**config.mk**
```make
export PLATFORM = sky130hd
export DESIGN_NAME = pipe_barrel_shifter
export DESIGN_NICKNAME = d
export VERILOG_FILES = /design/src/rtl/pipe_barrel_shifter.sv
export SDC_FILE = /design/constraint.sdc
export NUM_CORES = 1
export LEC_CHECK = 0
export BUFFER_PORTS_ARGS = -buffer_cell sky130_fd_sc_hd__buf_2
export CORE_MARGIN = 3
export CORE_UTILIZATION = 51
export CTS_CLUSTER_SIZE = 16
export DETAILED_ROUTE_END_ITERATION = 10
export GPL_TIMING_DRIVEN = 0
export MAX_ROUTING_LAYER = met4
export PLACE_DENSITY = 0.75
export SYNTH_ARGS = -nofsm -noshare
export SYNTH_HDL_FRONTEND = slang
export SYNTH_SLANG_ARGS = --single-unit
```
**constraint.sdc**
```tcl
create_clock -name clk -period 1.13 [get_ports clk]
set_input_delay 0.113 -clock clk [delete_from_list [all_inputs] [get_ports clk]]
set_output_delay 0.113 -clock clk [all_outputs]
set_load 0.02 [all_outputs]
```
**src/rtl/pipe_barrel_shifter.sv**
```systemverilog
// -----------------------------------------------------------------------------
// pipe_barrel_shifter
//   Pipelined log-step barrel shifter. A WIDTH-bit word is shifted by 0..WIDTH-1
//   positions through SHW = $clog2(WIDTH) registered stages. Stage k shifts by
//   2^k when its carried shift-amount bit is set. Every stage moves together on
//   a single global advance, so bubbles keep their slots and latency is exactly
//   SHW cycles plus any stall cycles.
//
//   Operations (op):  2'b00 SLL, 2'b01 SRL, 2'b10 SRA, 2'b11 ROR
//   Optional feature macro: ROTATE_EN
//     defined     -> op 2'b11 rotates right by shamt
//     not defined -> op 2'b11 behaves exactly like SRL, no rotate logic built
//
// Ports
//   clk        in   1      clock, all state on rising edge
//   rst        in   1      synchronous active-high reset
//   in_valid   in   1      din/op/shamt valid
//   in_ready   out  1      block accepts an input this cycle (= global advance)
//   din        in   WIDTH  data to shift
//   shamt      in   SHW    shift amount
//   op         in   2      operation select
//   out_valid  out  1      dout valid (registered)
//   out_ready  in   1      sink accepts dout this cycle
//   dout       out  WIDTH  shifted result (registered)
// -----------------------------------------------------------------------------
module pipe_barrel_shifter #(
    parameter int WIDTH = 8
) (
    input  logic                       clk,
    input  logic                       rst,
    input  logic                       in_valid,
    output logic                       in_ready,
    input  logic [WIDTH-1:0]           din,
    input  logic [$clog2(WIDTH)-1:0]   shamt,
    input  logic [1:0]                 op,
    output logic                       out_valid,
    input  logic                       out_ready,
    output logic [WIDTH-1:0]           dout
);

    localparam int SHW = $clog2(WIDTH);
    // Metadata (op, sign, remaining shamt) is only needed by the stages that
    // follow, so the last stage does not store it.
    localparam int MW  = (SHW > 1) ? SHW - 1 : 1;

    logic [SHW-1:0][WIDTH-1:0] data_q, data_d;
    logic [SHW-1:0]            valid_q, valid_d;
    logic [MW-1:0][1:0]        op_q, op_d;
    logic [MW-1:0]             sign_q, sign_d;
    logic [MW-1:0][SHW-1:0]    rem_q, rem_d;
    logic                      adv_s;

    // One log step: shift d by a positions according to the operation.
    function automatic logic [WIDTH-1:0] step_shift(
        input logic [WIDTH-1:0] d,
        input logic [1:0]       o,
        input logic             s,
        input int unsigned      a
    );
        logic [WIDTH-1:0] r;
        case (o)
            2'b00:   r = d << a;
            2'b01:   r = d >> a;
            // Sign comes from the captured input MSB, not the current data.
            2'b10:   r = (d >> a) | ({WIDTH{s}} & ~({WIDTH{1'b1}} >> a));
`ifdef ROTATE_EN
            2'b11:   r = (d >> a) | (d << (WIDTH - a));
`else
            2'b11:   r = d >> a;
`endif
            default: r = d;
        endcase
        return r;
    endfunction

    // Whole pipe advances unless a valid result is waiting on the sink.
    assign adv_s     = !valid_q[SHW-1] || out_ready;
    assign in_ready  = adv_s;
    assign out_valid = valid_q[SHW-1];
    assign dout      = data_q[SHW-1];

    // Next-state for every stage: load from predecessor on advance, else hold.
    always_comb begin
        data_d  = data_q;
        valid_d = valid_q;
        op_d    = op_q;
        sign_d  = sign_q;
        rem_d   = rem_q;
        if (adv_s) begin
            data_d[0]  = shamt[0] ? step_shift(din, op, din[WIDTH-1], 32'd1) : din;
            valid_d[0] = in_valid;
            if (SHW > 1) begin
                op_d[0]   = op;
                sign_d[0] = din[WIDTH-1];
                rem_d[0]  = shamt >> 1;
            end else begin
                op_d   = op_q;
                sign_d = sign_q;
                rem_d  = rem_q;
            end
            for (int k = 1; k < SHW; k++) begin
                data_d[k]  = rem_q[k-1][0]
                           ? step_shift(data_q[k-1], op_q[k-1], sign_q[k-1], 32'd1 << k)
                           : data_q[k-1];
                valid_d[k] = valid_q[k-1];
                if (k < SHW - 1) begin
                    op_d[k]   = op_q[k-1];
                    sign_d[k] = sign_q[k-1];
                    rem_d[k]  = rem_q[k-1] >> 1;
                end else begin
                    data_d[k] = data_d[k];
                end
            end
        end else begin
            data_d  = data_q;
            valid_d = valid_q;
        end
    end

    // Stage registers with synchronous reset that drops every in-flight op.
    always_ff @(posedge clk) begin
        if (rst) begin
            data_q  <= '0;
            valid_q <= '0;
            op_q    <= '0;
            sign_q  <= '0;
            rem_q   <= '0;
        end else begin
            data_q  <= data_d;
            valid_q <= valid_d;
            op_q    <= op_d;
            sign_q  <= sign_d;
            rem_q   <= rem_d;
        end
    end

endmodule

```
==> flow_metrics.py <==
metrics = {
    "run_status": {
        "status": "finished, violations left",
        "failed_checks": "negative setup slack",
    },
    "worst_hold_path": {
        "worstHoldPathType": "in -> reg",
    },
    "clock_tree": {
        "clk_pin_slew_ns": 0.11,
        "cts-root-buf": "clkbuf_4",
        "cts_tree": "built",
        "cts_max_level": 2,
        "clockBufferDepth": 2,
        "cts_sinks": 36,
        "cts_buffers": 5,
        "clkLatencyLatePin_ns": 0.35,
    },
    "place": {
        "place.gp.congestion": 0.884,
        "post-dp-hpwl_mm": 3.18,
        "placed_cells": 286,
        "io_buffers": 24,
    },
    "sta": {
        "period_share_pct": 114,
        "min_period_ns": 1.29,
        "relSlewSlack_pct": 60.3,
        "maxSlewViolCount": 0,
        "final-setup-viol-count": 35,
        "finalWorstSetupSlack_ns": -0.163,
        "finalHoldViolCount": 0,
        "timing.fmax_ghz": 0.774,
        "worstMarginPinSlew_ns": 0.596,
        "grt_setup_unrepaired": "yes",
        "fin_tns_setup_ns": -2.23,
        "fin_skew_ns": 0.0121,
    },
    "synth": {
        "synth_edf_count": 0,
        "yosysUniqueCellTypes": 32,
        "synthTopCellsByArea": "dfxtp_1, a21oi_1, nand2_1",
        "yosysMostFrequentCell": "dfxtp_1",
        "synth_seq_cells": 36,
        "syn_area_um2": 1860,
        "synth.top_cells.by_count": "dfxtp_1, nand2_1, a21oi_1",
        "synth_seq_area_share_pct": 38.7,
        "async_reset_ff_share_pct": 0,
        "synth.largest_area_cell": "dfxtp_1",
        "avgSynthCellArea_um2": 8.63,
        "syn_nets": 233,
        "ys_warn_count": 0,
        "synthCells": 216,
        "synthFlopType": "dfxtp_1",
        "synth_top_area_share_pct": 38.7,
    },
    "final_layout": {
        "drive_gt1_share_pct": 39.7,
        "final_core_util_pct": 69.4,
        "fin_nets": 273,
        "stdcell_count": 303,
        "antenna_cells": 0,
        "syn_to_final_growth_pct": 27.2,
    },
    "setup_path": {
        "end_kind": "output port",
        "cp_max_fo": 2,
        "cp.arrival_ns": 1.18,
        "criticalPathCategory": "reg -> out",
        "crit_required_ns": 1.02,
        "start_kind": "register",
    },
    "routing": {
        "route.detailed.wl_per_inst_um": 15.6,
        "viasPerCell": 5.77,
        "drcViolationCount": 0,
        "routed_wl_mm": 4.72,
        "vias": 1749,
        "drtIter0Drc": 95,
        "dr.pass1.iters": 4,
        "detail-route-antenna-nets": 0,
    },
    "floorplanning": {
        "rows": 21,
        "coreArea_um2": 3420,
        "start_util_pct": 54.5,
        "die_width_um": 66.4,
        "die_height_um": 66.4,
        "pin_count": 27,
        "dieArea_um2": 4410,
    },
    "global_route": {
        "grt_remaining_overflow": 0,
        "antenna_found_initial": 0,
        "grt_first_pass_wirelength_mm": 7.89,
        "use_met3_pct": 5.61,
        "grt_usage_pct": 24.9,
        "grt_pass1_vias": 1638,
        "grtUsageMet2_pct": 43.2,
        "met1_usage_pct": 27.9,
        "grt.busiest_layer": "met2",
        "grt_max_degree": 12,
    },
    "pwr": {
        "p_leak_nw": 0.976,
        "p_per_area_nw_per_um2": 1130,
        "ir_drop_mv": 0.467,
    },
    "flow_run": {
        "drv_cap": 0,
    },
}
==> per-layer routing <==
| layer | share of wire, % | vias to the layer above |
|---|---|---|
| met5 | 0 | - |
| met3 | 5.2 | 7 |
| met1 | 40 | 826 |
| met4 | 1.1 | 0 |
| met2 | 53 | 50 |
| li1 | - | 866 |
==> layout make-up <==
type                            count  area, um^2
Tap cell                           46        57.6
Multi-Input combinational cell    142        1040
Timing Repair Buffer               34         209
Buffer                             26         215
Clock inverter                      2        10.0
Sequential cell                    36         734
Clock buffer                        6        51.3
Inverter                           11        51.3
Fill cell                         295        1050
==> worst paths after layout <==
kind                            startpoint         end  slack (ns)  depth (start not counted)
worst max-delay path            valid_q[2]    in_ready       -0.16                          4
worst min-delay path                din[7]   sign_q[0]        0.02                          3
worst max register to register  valid_q[2]   data_q[9]       -0.15                          5
worst min register to register  valid_q[1]  valid_q[1]        0.46                          2
==> layout by cell type, fill, tap and decap left out, types with 3 or more instances in the layout <==
cell	instances
o211ai_1	6
inv_1	9
nand3b_1	7
a211o_2	3
buf_8	3
o21a_1	3
o311a_1	4
dlygate4sd3_1	3
buf_6	7
buf_4	16
buf_2	26
dfxtp_2	5
a221oi_2	6
a21oi_1	17
clkbuf_1	4
o31ai_2	3
nor3_1	5
o31ai_1	4
a211oi_1	10
nor2_1	14
clkbuf_4	5
o21ai_0	15
nand2_1	21
mux2_4	4
dfxtp_1	29
==> flip-flops by register name, summed over array words and instances, names as in the netlist <==
signal,count
data_q,16
dout,8
op_q,4
rem_q,3
sign_q,2
valid_q,3
==> critical path, cell delays in order (launching register included) <==
cell and delay (ns):
dfxtp_4 0.36, nor2b_4 0.17, clkinv_4 0.07, buf_8 0.12, buf_6 0.12
==> metrics by stage <==
stage / power [mW] / area (um^2) / hold WS, ns / setup slack (ns)
after global routing: 2.82 / 2370 / 0.0223 / -0.216
after global placement: 1.89 / 2100 / 0.358 / -0.0805
after detailed placement: 1.90 / 2100 / 0.372 / -0.108
after CTS: 2.67 / 2330 / 0.00286 / -0.166
final: 2.68 / 2370 / 0.0188 / -0.163
after floorplan: 1.77 / 1920 / 0.253 / 0.0104
==> what timing repair did <==
action                                  4_1_cts  5_1_grt
endpoints found under the hold margin         2        1
cloned                                        1        0
hold buffers                                  2        1
pin swaps                                     2        4
buffers inserted                              6        0
endpoints found under the setup margin       32       37
gates resized for setup                      26       13
==> kinds of logic (layout without fill, tap and decap cells) <==
logic type | count (synthesis) | after routing | synth area share (%)
AND/OR/NAND/NOR | 56 | 56 | 14.2
buffers and inverters | 38 | 79 | 11.8
multiplexers | 6 | 6 | 4.23
flip-flops | 36 | 36 | 38.7
AO/OA/AOI/OAI | 80 | 80 | 31.1
==> power by group <==
part / internal (mW) / switching [mW]
clock network: 0.296 / 0.441
registers: 1.35 / 0.0762
logic: 0.253 / 0.265
No activity file was read; power rests on OpenSTA's default activity.
